## src/rtl/mips_pkg.sv

```systemverilog
// Shared constants and types for the MIPS writeback / register-file slice.
package mips_pkg;

  localparam int DATA_W = 32;
  localparam int ADDR_W = 5;
  localparam int NUM_REGS = 32;

  localparam logic [ADDR_W-1:0] LINK_REG = 5'd31;
  localparam logic [ADDR_W-1:0] REG_ZERO = 5'd0;

  // Writeback data source, in increasing priority order.
  typedef enum logic [1:0] {
    WB_ALU  = 2'd0,
    WB_DM   = 2'd1,
    WB_MUL  = 2'd2,
    WB_LINK = 2'd3
  } wb_sel_t;

  // Fixed-priority source decode: link beats multiplier beats memory beats ALU.
  function automatic wb_sel_t wb_sel_decode(input logic jalsrc,
                                            input logic muxmul,
                                            input logic dm2reg);
    wb_sel_t sel;
    if (jalsrc) begin
      sel = WB_LINK;
    end else if (muxmul) begin
      sel = WB_MUL;
    end else if (dm2reg) begin
      sel = WB_DM;
    end else begin
      sel = WB_ALU;
    end
    return sel;
  endfunction

endpackage

```

## src/rtl/wb_regfile_if.sv

```systemverilog
// MEM/WB pipeline-register bundle feeding the writeback stage.
interface wb_regfile_if;
  import mips_pkg::*;

  logic              MEM_WB_we_reg;
  logic              MEM_WB_dm2reg;
  logic              MEM_WB_muxmul;
  logic              MEM_WB_jalsrc;
  logic [ADDR_W-1:0] MEM_WB_rf_wa;
  logic [DATA_W-1:0] MEM_WB_alu_pa;
  logic [DATA_W-1:0] MEM_WB_temp_alu;
  logic [DATA_W-1:0] MEM_WB_multi;
  logic [DATA_W-1:0] MEM_WB_rd_dm;

  // The MEM/WB register side drives the bundle.
  modport master (
    output MEM_WB_we_reg, MEM_WB_dm2reg, MEM_WB_muxmul, MEM_WB_jalsrc,
           MEM_WB_rf_wa, MEM_WB_alu_pa, MEM_WB_temp_alu, MEM_WB_multi,
           MEM_WB_rd_dm
  );

  // The writeback stage consumes it.
  modport slave (
    input  MEM_WB_we_reg, MEM_WB_dm2reg, MEM_WB_muxmul, MEM_WB_jalsrc,
           MEM_WB_rf_wa, MEM_WB_alu_pa, MEM_WB_temp_alu, MEM_WB_multi,
           MEM_WB_rd_dm
  );

endinterface

```

## src/rtl/wb_select.sv

```systemverilog
// Writeback source priority mux and link-register address override.
module wb_select
  import mips_pkg::*;
(
  input  logic              jalsrc,
  input  logic              muxmul,
  input  logic              dm2reg,
  input  logic [ADDR_W-1:0] rf_wa,
  input  logic [DATA_W-1:0] alu_pa,
  input  logic [DATA_W-1:0] temp_alu,
  input  logic [DATA_W-1:0] multi,
  input  logic [DATA_W-1:0] rd_dm,
  output logic [DATA_W-1:0] wd_wb,
  output logic [ADDR_W-1:0] wa_wb
);

  wb_sel_t sel_s;

  assign sel_s = wb_sel_decode(jalsrc, muxmul, dm2reg);

  // Pick the writeback data and the destination; jal always links into r31.
  always_comb begin
    wd_wb = alu_pa;
    wa_wb = rf_wa;
    case (sel_s)
      WB_LINK: begin
        wd_wb = temp_alu;
        wa_wb = LINK_REG;
      end
      WB_MUL:  wd_wb = multi;
      WB_DM:   wd_wb = rd_dm;
      WB_ALU:  wd_wb = alu_pa;
      default: wd_wb = alu_pa;
    endcase
  end

endmodule

```

## src/rtl/wb_regfile.sv

```systemverilog
// Writeback stage plus 32x32 architectural register file and retired-write counter.
// Optional build macro: WB_BYPASS_EN forwards the in-flight writeback onto rd1/rd2.
module wb_regfile
  import mips_pkg::*;
(
  input  logic              clk,
  input  logic              rst,
  wb_regfile_if.slave       mem_wb,
  input  logic [ADDR_W-1:0] ra1,
  input  logic [ADDR_W-1:0] ra2,
  output logic [DATA_W-1:0] rd1,
  output logic [DATA_W-1:0] rd2,
  input  logic [ADDR_W-1:0] ra3,
  output logic [DATA_W-1:0] rd3,
  output logic [DATA_W-1:0] wd_wb,
  output logic [ADDR_W-1:0] wa_wb,
  output logic              we_wb,
  output logic [31:0]       wr_count
);

  logic [DATA_W-1:0] regs_r [0:NUM_REGS-1];
  logic [31:0]       wr_count_r;
  logic [DATA_W-1:0] wd_wb_s;
  logic [ADDR_W-1:0] wa_wb_s;
  logic              we_wb_s;
  logic [DATA_W-1:0] rd1_s;
  logic [DATA_W-1:0] rd2_s;
  logic [DATA_W-1:0] rd3_s;

  wb_select u_wb_select (
    .jalsrc   (mem_wb.MEM_WB_jalsrc),
    .muxmul   (mem_wb.MEM_WB_muxmul),
    .dm2reg   (mem_wb.MEM_WB_dm2reg),
    .rf_wa    (mem_wb.MEM_WB_rf_wa),
    .alu_pa   (mem_wb.MEM_WB_alu_pa),
    .temp_alu (mem_wb.MEM_WB_temp_alu),
    .multi    (mem_wb.MEM_WB_multi),
    .rd_dm    (mem_wb.MEM_WB_rd_dm),
    .wd_wb    (wd_wb_s),
    .wa_wb    (wa_wb_s)
  );

  // Writes to r0 are squashed here so they neither land nor count.
  assign we_wb_s = mem_wb.MEM_WB_we_reg && (wa_wb_s != REG_ZERO);

  // Commit the writeback and count it; reset clears everything without a clock.
  always_ff @(posedge clk or posedge rst) begin
    if (rst) begin
      for (int i = 0; i < NUM_REGS; i++) begin
        regs_r[i] <= {DATA_W{1'b0}};
      end
      wr_count_r <= 32'd0;
    end else if (we_wb_s) begin
      regs_r[wa_wb_s] <= wd_wb_s;
      wr_count_r      <= wr_count_r + 32'd1;
    end
  end

  // Read ports: r0 is hard zero; decode ports optionally see the in-flight write.
  always_comb begin
    rd1_s = (ra1 == REG_ZERO) ? {DATA_W{1'b0}} : regs_r[ra1];
    rd2_s = (ra2 == REG_ZERO) ? {DATA_W{1'b0}} : regs_r[ra2];
    rd3_s = (ra3 == REG_ZERO) ? {DATA_W{1'b0}} : regs_r[ra3];
`ifdef WB_BYPASS_EN
    // we_wb_s already excludes r0, so r0 reads never pick up the bypass.
    if (we_wb_s && (ra1 == wa_wb_s)) begin
      rd1_s = wd_wb_s;
    end else begin
      rd1_s = rd1_s;
    end
    if (we_wb_s && (ra2 == wa_wb_s)) begin
      rd2_s = wd_wb_s;
    end else begin
      rd2_s = rd2_s;
    end
`endif
  end

  assign rd1      = rd1_s;
  assign rd2      = rd2_s;
  assign rd3      = rd3_s;
  assign wd_wb    = wd_wb_s;
  assign wa_wb    = wa_wb_s;
  assign we_wb    = we_wb_s;
  assign wr_count = wr_count_r;

endmodule

```

## src/flat_wrapper.sv

```systemverilog
// flat-port wrapper written by rule: the top's interface ports become plain ports
module wb_regfile_flat import mips_pkg::*;
  (clk, rst, ra1, ra2, rd1, rd2, ra3, rd3, wd_wb, wa_wb, we_wb, wr_count, mem_wb_MEM_WB_we_reg, mem_wb_MEM_WB_dm2reg, mem_wb_MEM_WB_muxmul, mem_wb_MEM_WB_jalsrc, mem_wb_MEM_WB_rf_wa, mem_wb_MEM_WB_alu_pa, mem_wb_MEM_WB_temp_alu, mem_wb_MEM_WB_multi, mem_wb_MEM_WB_rd_dm);
  wb_regfile_if mem_wb_i ();
  input  logic clk;
  input  logic rst;
  input  logic [ADDR_W-1:0] ra1;
  input  logic [ADDR_W-1:0] ra2;
  output logic [DATA_W-1:0] rd1;
  output logic [DATA_W-1:0] rd2;
  input  logic [ADDR_W-1:0] ra3;
  output logic [DATA_W-1:0] rd3;
  output logic [DATA_W-1:0] wd_wb;
  output logic [ADDR_W-1:0] wa_wb;
  output logic we_wb;
  output logic [31:0] wr_count;
  input wire logic [$bits(mem_wb_i.MEM_WB_we_reg)-1:0] mem_wb_MEM_WB_we_reg;
  input wire logic [$bits(mem_wb_i.MEM_WB_dm2reg)-1:0] mem_wb_MEM_WB_dm2reg;
  input wire logic [$bits(mem_wb_i.MEM_WB_muxmul)-1:0] mem_wb_MEM_WB_muxmul;
  input wire logic [$bits(mem_wb_i.MEM_WB_jalsrc)-1:0] mem_wb_MEM_WB_jalsrc;
  input wire logic [$bits(mem_wb_i.MEM_WB_rf_wa)-1:0] mem_wb_MEM_WB_rf_wa;
  input wire logic [$bits(mem_wb_i.MEM_WB_alu_pa)-1:0] mem_wb_MEM_WB_alu_pa;
  input wire logic [$bits(mem_wb_i.MEM_WB_temp_alu)-1:0] mem_wb_MEM_WB_temp_alu;
  input wire logic [$bits(mem_wb_i.MEM_WB_multi)-1:0] mem_wb_MEM_WB_multi;
  input wire logic [$bits(mem_wb_i.MEM_WB_rd_dm)-1:0] mem_wb_MEM_WB_rd_dm;
  assign mem_wb_i.MEM_WB_we_reg = mem_wb_MEM_WB_we_reg;
  assign mem_wb_i.MEM_WB_dm2reg = mem_wb_MEM_WB_dm2reg;
  assign mem_wb_i.MEM_WB_muxmul = mem_wb_MEM_WB_muxmul;
  assign mem_wb_i.MEM_WB_jalsrc = mem_wb_MEM_WB_jalsrc;
  assign mem_wb_i.MEM_WB_rf_wa = mem_wb_MEM_WB_rf_wa;
  assign mem_wb_i.MEM_WB_alu_pa = mem_wb_MEM_WB_alu_pa;
  assign mem_wb_i.MEM_WB_temp_alu = mem_wb_MEM_WB_temp_alu;
  assign mem_wb_i.MEM_WB_multi = mem_wb_MEM_WB_multi;
  assign mem_wb_i.MEM_WB_rd_dm = mem_wb_MEM_WB_rd_dm;
  wb_regfile u_core (.clk(clk), .rst(rst), .mem_wb(mem_wb_i), .ra1(ra1), .ra2(ra2), .rd1(rd1), .rd2(rd2), .ra3(ra3), .rd3(rd3), .wd_wb(wd_wb), .wa_wb(wa_wb), .we_wb(we_wb), .wr_count(wr_count));
endmodule
```

## config.mk

```make
export PLATFORM = sky130hd
export DESIGN_NAME = wb_regfile_flat
export DESIGN_NICKNAME = d
export VERILOG_FILES = /design/src/rtl/mips_pkg.sv /design/src/rtl/wb_regfile_if.sv /design/src/rtl/wb_select.sv /design/src/rtl/wb_regfile.sv /design/src/flat_wrapper.sv
export SDC_FILE = /design/constraint.sdc
export NUM_CORES = 2
export LEC_CHECK = 0
export CAP_MARGIN = 25
export CORE_ASPECT_RATIO = 2
export CORE_MARGIN = 4
export CORE_UTILIZATION = 56
export CTS_CLUSTER_DIAMETER = 120
export CTS_CLUSTER_SIZE = 8
export DETAILED_ROUTE_END_ITERATION = 8
export PLACE_DENSITY = 0.78
export SKIP_LAST_GASP = 1
export SLEW_MARGIN = 20
export SYNTH_ARGS = -nofsm -noshare
export SYNTH_HDL_FRONTEND = slang
export SYNTH_HIERARCHICAL = 1
export SYNTH_SLANG_ARGS = --single-unit
```

## constraint.sdc

```tcl
create_clock -name clk -period 35.2 [get_ports clk]
set_clock_uncertainty 0.2 [all_clocks]
set_input_delay 5.28 -clock clk [delete_from_list [all_inputs] [get_ports clk]]
set_output_delay 5.28 -clock clk [all_outputs]
set_load 0.005 [all_outputs]
```

==> summary by stage <==
Global routing
The wire length of the first global-routing pass is 344 mm. The total routing resource utilization after global routing is 37.5%. Entering global routing, the biggest net connects 170 pins. The via count of the first global-routing pass was 52.2k. Global routing finished with a remaining overflow of 0.

The number of antenna violations at the first check in global routing is 4.

Synthesis
The commonest register cell after synthesis is sky130_fd_sc_hd__dfrtp_1. The synthesized area per cell is 13.5 sq um. In this run, synthesis inferred 0 flip-flops with an integrated enable. The cell taking the most area after synthesis is sky130_fd_sc_hd__dfrtp_1.

The netlist uses 49 different library cells. When the netlist entered floorplanning its net count stood at 5071. Counting flops with an async set or reset pin after synthesis yields a share of 100%. The fraction of the yosys area taken by sequential cells is 39.8%. After synthesis, the cell types taking the most area are sky130_fd_sc_hd__dfrtp_1, sky130_fd_sc_hd__mux2_2, sky130_fd_sc_hd__mux4_2, sky130_fd_sc_hd__mux2i_1, sky130_fd_sc_hd__a211oi_1. Summing every instance area after synthesis gives 66300 sq um. After synthesis, the largest area contributor takes up 39.8% of total cell area. Synthesis handed over a netlist of 4916 instances. Yosys printed 6 warnings. After synthesis the netlist holds a flip-flop and latch count of 1056.

Worst setup path
At the worst endpoint, the arrival time is 9.70 ns. The largest individual stage delay along the critical path comes from the cell sky130_fd_sc_hd__nor4_1. The family with the most delay on the worst path is buffers and inverters. The cell seen most often among critical-path stages is sky130_fd_sc_hd__buf_4. The worst setup path is captured at an output port. The type of element launching the critical path is an input pin. The number of buffers and inverters on the critical path is 5. Traced cell by cell, the critical path runs through buf_6 > buf_4 > nor2_4 > buf_4 > nand2_1 > nor2_4 > buf_4 > nor4_1 > clkdlybuf4s50_1. The count of cells along the worst register-to-register path is 5. The critical path runs through a total of 9 cells. The biggest cell delay along the critical path is 0.81 ns. The kind of critical path is in -> out. Data on the critical path is required at its endpoint by 29.72 ns.

Of all nets on the critical path, the largest fanout is 54.

Route
The detailed router placed 49.8k vias in this run. The number of routed nets with antenna violations is 0. The sum of routed wire length over all layers is 237 mm. The wire length per cell is 36.4 um. The first routing iteration left 5525 violations. After detailed routing, the number of remaining DRC violations is 0. The detail-routed via count per cell is 7.64. The total iterations of the first detailed-routing run is 6.

Hold path
The kind of path behind the tightest hold check is reg -> reg. The hold path depth is 0.

Flow run
Max-cap violations in this run came to 0.

CTS
Counting every sink on the clock net gives 1056. The clock tree from TritonCTS is yes. Hold repair after CTS inserted 0 buffers. The clock passes through at most 3 buffers. The cell at the root of the clock tree is sky130_fd_sc_hd__clkbuf_16. The clock buffer count from CTS is 149.

In this run the number of H-tree levels came out at 4. Post-CTS timing repair inserted 0 buffers for setup. After clock tree synthesis, the clock-pin slew on the worst setup and hold paths is 0.05 ns.

At the later pin of the worst-skew pair, clock insertion delay measures 0.78 ns. After clock tree synthesis, the repair step resized 0 gates.

Floorplan
The die is 495 um tall. The placement row count is 178. Once the floorplan was initialized, standard cells occupied 56.4% of the core.

Measured along the x axis, the die boundary spans 251 um. After floorplanning, the core was sized to cover 118000 sq um. The number of I/O pins is 320. The total die area is 124000 sq um.

Placement
Port buffering added 319 buffers. Once detailed placement completed, the half-perimeter wirelength came to 141 mm. The setup slack at placement is 20.07 ns. The total instance count after detailed placement is 6337. The global placement routability congestion is 0.910.

STA
The max-slew headroom at the worst pin is 22.0%. The final max-slew violation count is 0. The worst path meets setup with 20.02 ns of slack.

The setup violation total in the final timing report is 0. Setup repair after global routing left no endpoint under its margin. Adding up every negative setup slack in the final design gives 0 ns. The post-route clock period utilization is 43.1%. The actual slew at the worst max-slew pin is 1.16 ns. The number of hold violations in the final report came to 0.

The maximum clock frequency is 65.9 MHz. The smallest clock period supported by the final layout is computed as 15.18 ns.

Power
For this design the static power due to leakage is 31.9 nW. The highest ir drop seen on vdd is 0.0543 mV. The areal power density over the cells is 52.4 nW/um^2.

Cells and area
The library cell used most frequently in the layout, excluding fill and tap cells, is sky130_fd_sc_hd__mux2_2. The share of layout cells above drive strength 1 is 43.7%. The final net count is 5120. The layout-stage area growth over the synthesis result is 12.5%. The finished layout holds 6513 standard cells, fillers aside. The top cell types in the final layout, fill and taps aside, are sky130_fd_sc_hd__mux2_2, sky130_fd_sc_hd__dfrtp_1, sky130_fd_sc_hd__mux4_2.

Status
The run finished with clean final reports.
==> stage by stage <==
step | instance area (sq um) | hold WS [ns] | total power (W) | utilization [%]
after floorplan | 66300 | 0.258 | 0.00227 | -
after global placement | 70400 | 0.198 | 0.00255 | 59.9
after detailed placement | 70400 | 0.205 | 0.00259 | 59.9
after CTS | 74400 | 0.216 | 0.00389 | 63.3
after global routing | 74600 | 0.225 | 0.00404 | 63.5
final | 74600 | 0.214 | 0.00391 | 63.5
==> power by group <==
group          switching, W  total [W]  internal, W
logic              0.000409   0.000951     0.000542
clock network      0.000528    0.00130     0.000774
registers          0.000226    0.00165      0.00143
total               0.00116    0.00391      0.00274
==> cell families after synthesis <==
logic type,share of synthesized area [%]
AO/OA/AOI/OAI,6.46
AND/OR/NAND/NOR,4.98
flip-flops,39.8
multiplexers,44.0
XOR/XNOR,0.409
adder cells (fa/ha/maj),0.0189
buffers and inverters,4.34
==> worst paths after layout <==
check | startpoint | endpoint | slack, ns
worst min-delay path | u_core/regs_r[1022] | u_core/regs_r[1022] | 0.21
worst max register to register | u_core/wr_count[3] | u_core/wr_count[31] | 32.83
worst min register to register | u_core/regs_r[1022] | u_core/regs_r[1022] | 0.21
worst max-delay path | ra1[0] | rd1[15] | 20.02
max in group asynchronous | rst | u_core/regs_r[664] | 27.38
min in group asynchronous | rst | u_core/regs_r[41] | 4.62
==> metal layers <==
metal / vias to the layer above / track usage [%] / wire (um)
li1: 19200 / - / -
met1: 25600 / 41.9 / 75500
met2: 3677 / 59.7 / 111000
met3: 1332 / 9.53 / 23800
met4: 0 / 32.5 / 26200
met5: - / 0 / 0
==> flip-flops by register name (all words and copies together), names as in the netlist <==
signal           cells
u_core/wr_count     32
u_core/regs_r     1024
==> synthesized netlist by cell type, types with 5 or more instances <==
| cell | n |
|---|---|
| sky130_fd_sc_hd__nand2b_1 | 43 |
| sky130_fd_sc_hd__nor3b_1 | 35 |
| sky130_fd_sc_hd__dfrtp_1 | 1056 |
| sky130_fd_sc_hd__and3_1 | 8 |
| sky130_fd_sc_hd__nand3_1 | 11 |
| sky130_fd_sc_hd__or2_1 | 6 |
| sky130_fd_sc_hd__a221o_1 | 64 |
| sky130_fd_sc_hd__nand4_1 | 11 |
| sky130_fd_sc_hd__inv_1 | 28 |
| sky130_fd_sc_hd__clkbuf_1 | 272 |
| sky130_fd_sc_hd__buf_2 | 176 |
| sky130_fd_sc_hd__and2_1 | 5 |
| sky130_fd_sc_hd__xor2_1 | 6 |
| sky130_fd_sc_hd__a211oi_1 | 156 |
| sky130_fd_sc_hd__mux2i_1 | 320 |
| sky130_fd_sc_hd__a21oi_1 | 32 |
| sky130_fd_sc_hd__buf_6 | 16 |
| sky130_fd_sc_hd__o221ai_1 | 32 |
| sky130_fd_sc_hd__mux4_2 | 544 |
| sky130_fd_sc_hd__nor4_1 | 66 |
| sky130_fd_sc_hd__buf_1 | 29 |
| sky130_fd_sc_hd__o22ai_1 | 96 |
| sky130_fd_sc_hd__buf_4 | 70 |
| sky130_fd_sc_hd__nand2_1 | 109 |
| sky130_fd_sc_hd__nor2_1 | 96 |
| sky130_fd_sc_hd__a211oi_2 | 6 |
| sky130_fd_sc_hd__nor3_1 | 66 |
| sky130_fd_sc_hd__a22o_1 | 64 |
| sky130_fd_sc_hd__a22oi_1 | 32 |
| sky130_fd_sc_hd__nor2b_1 | 136 |
| sky130_fd_sc_hd__mux2_2 | 1216 |
| sky130_fd_sc_hd__xnor2_1 | 25 |
| sky130_fd_sc_hd__a221oi_2 | 25 |
| sky130_fd_sc_hd__o21ai_0 | 32 |
==> area by class of cell <==
cell class | count | area, sq um
Sequential cell | 1056 | 26400
Tap cell | 1530 | 1910
Fill cell | 8641 | 43000
Clock buffer | 156 | 3900
Antenna cell | 5 | 12.5
Inverter | 28 | 109
Multi-Input combinational cell | 3266 | 37600
Clock inverter | 8 | 104
Timing Repair Buffer | 464 | 4520
(Power assumes the default switching activity.)
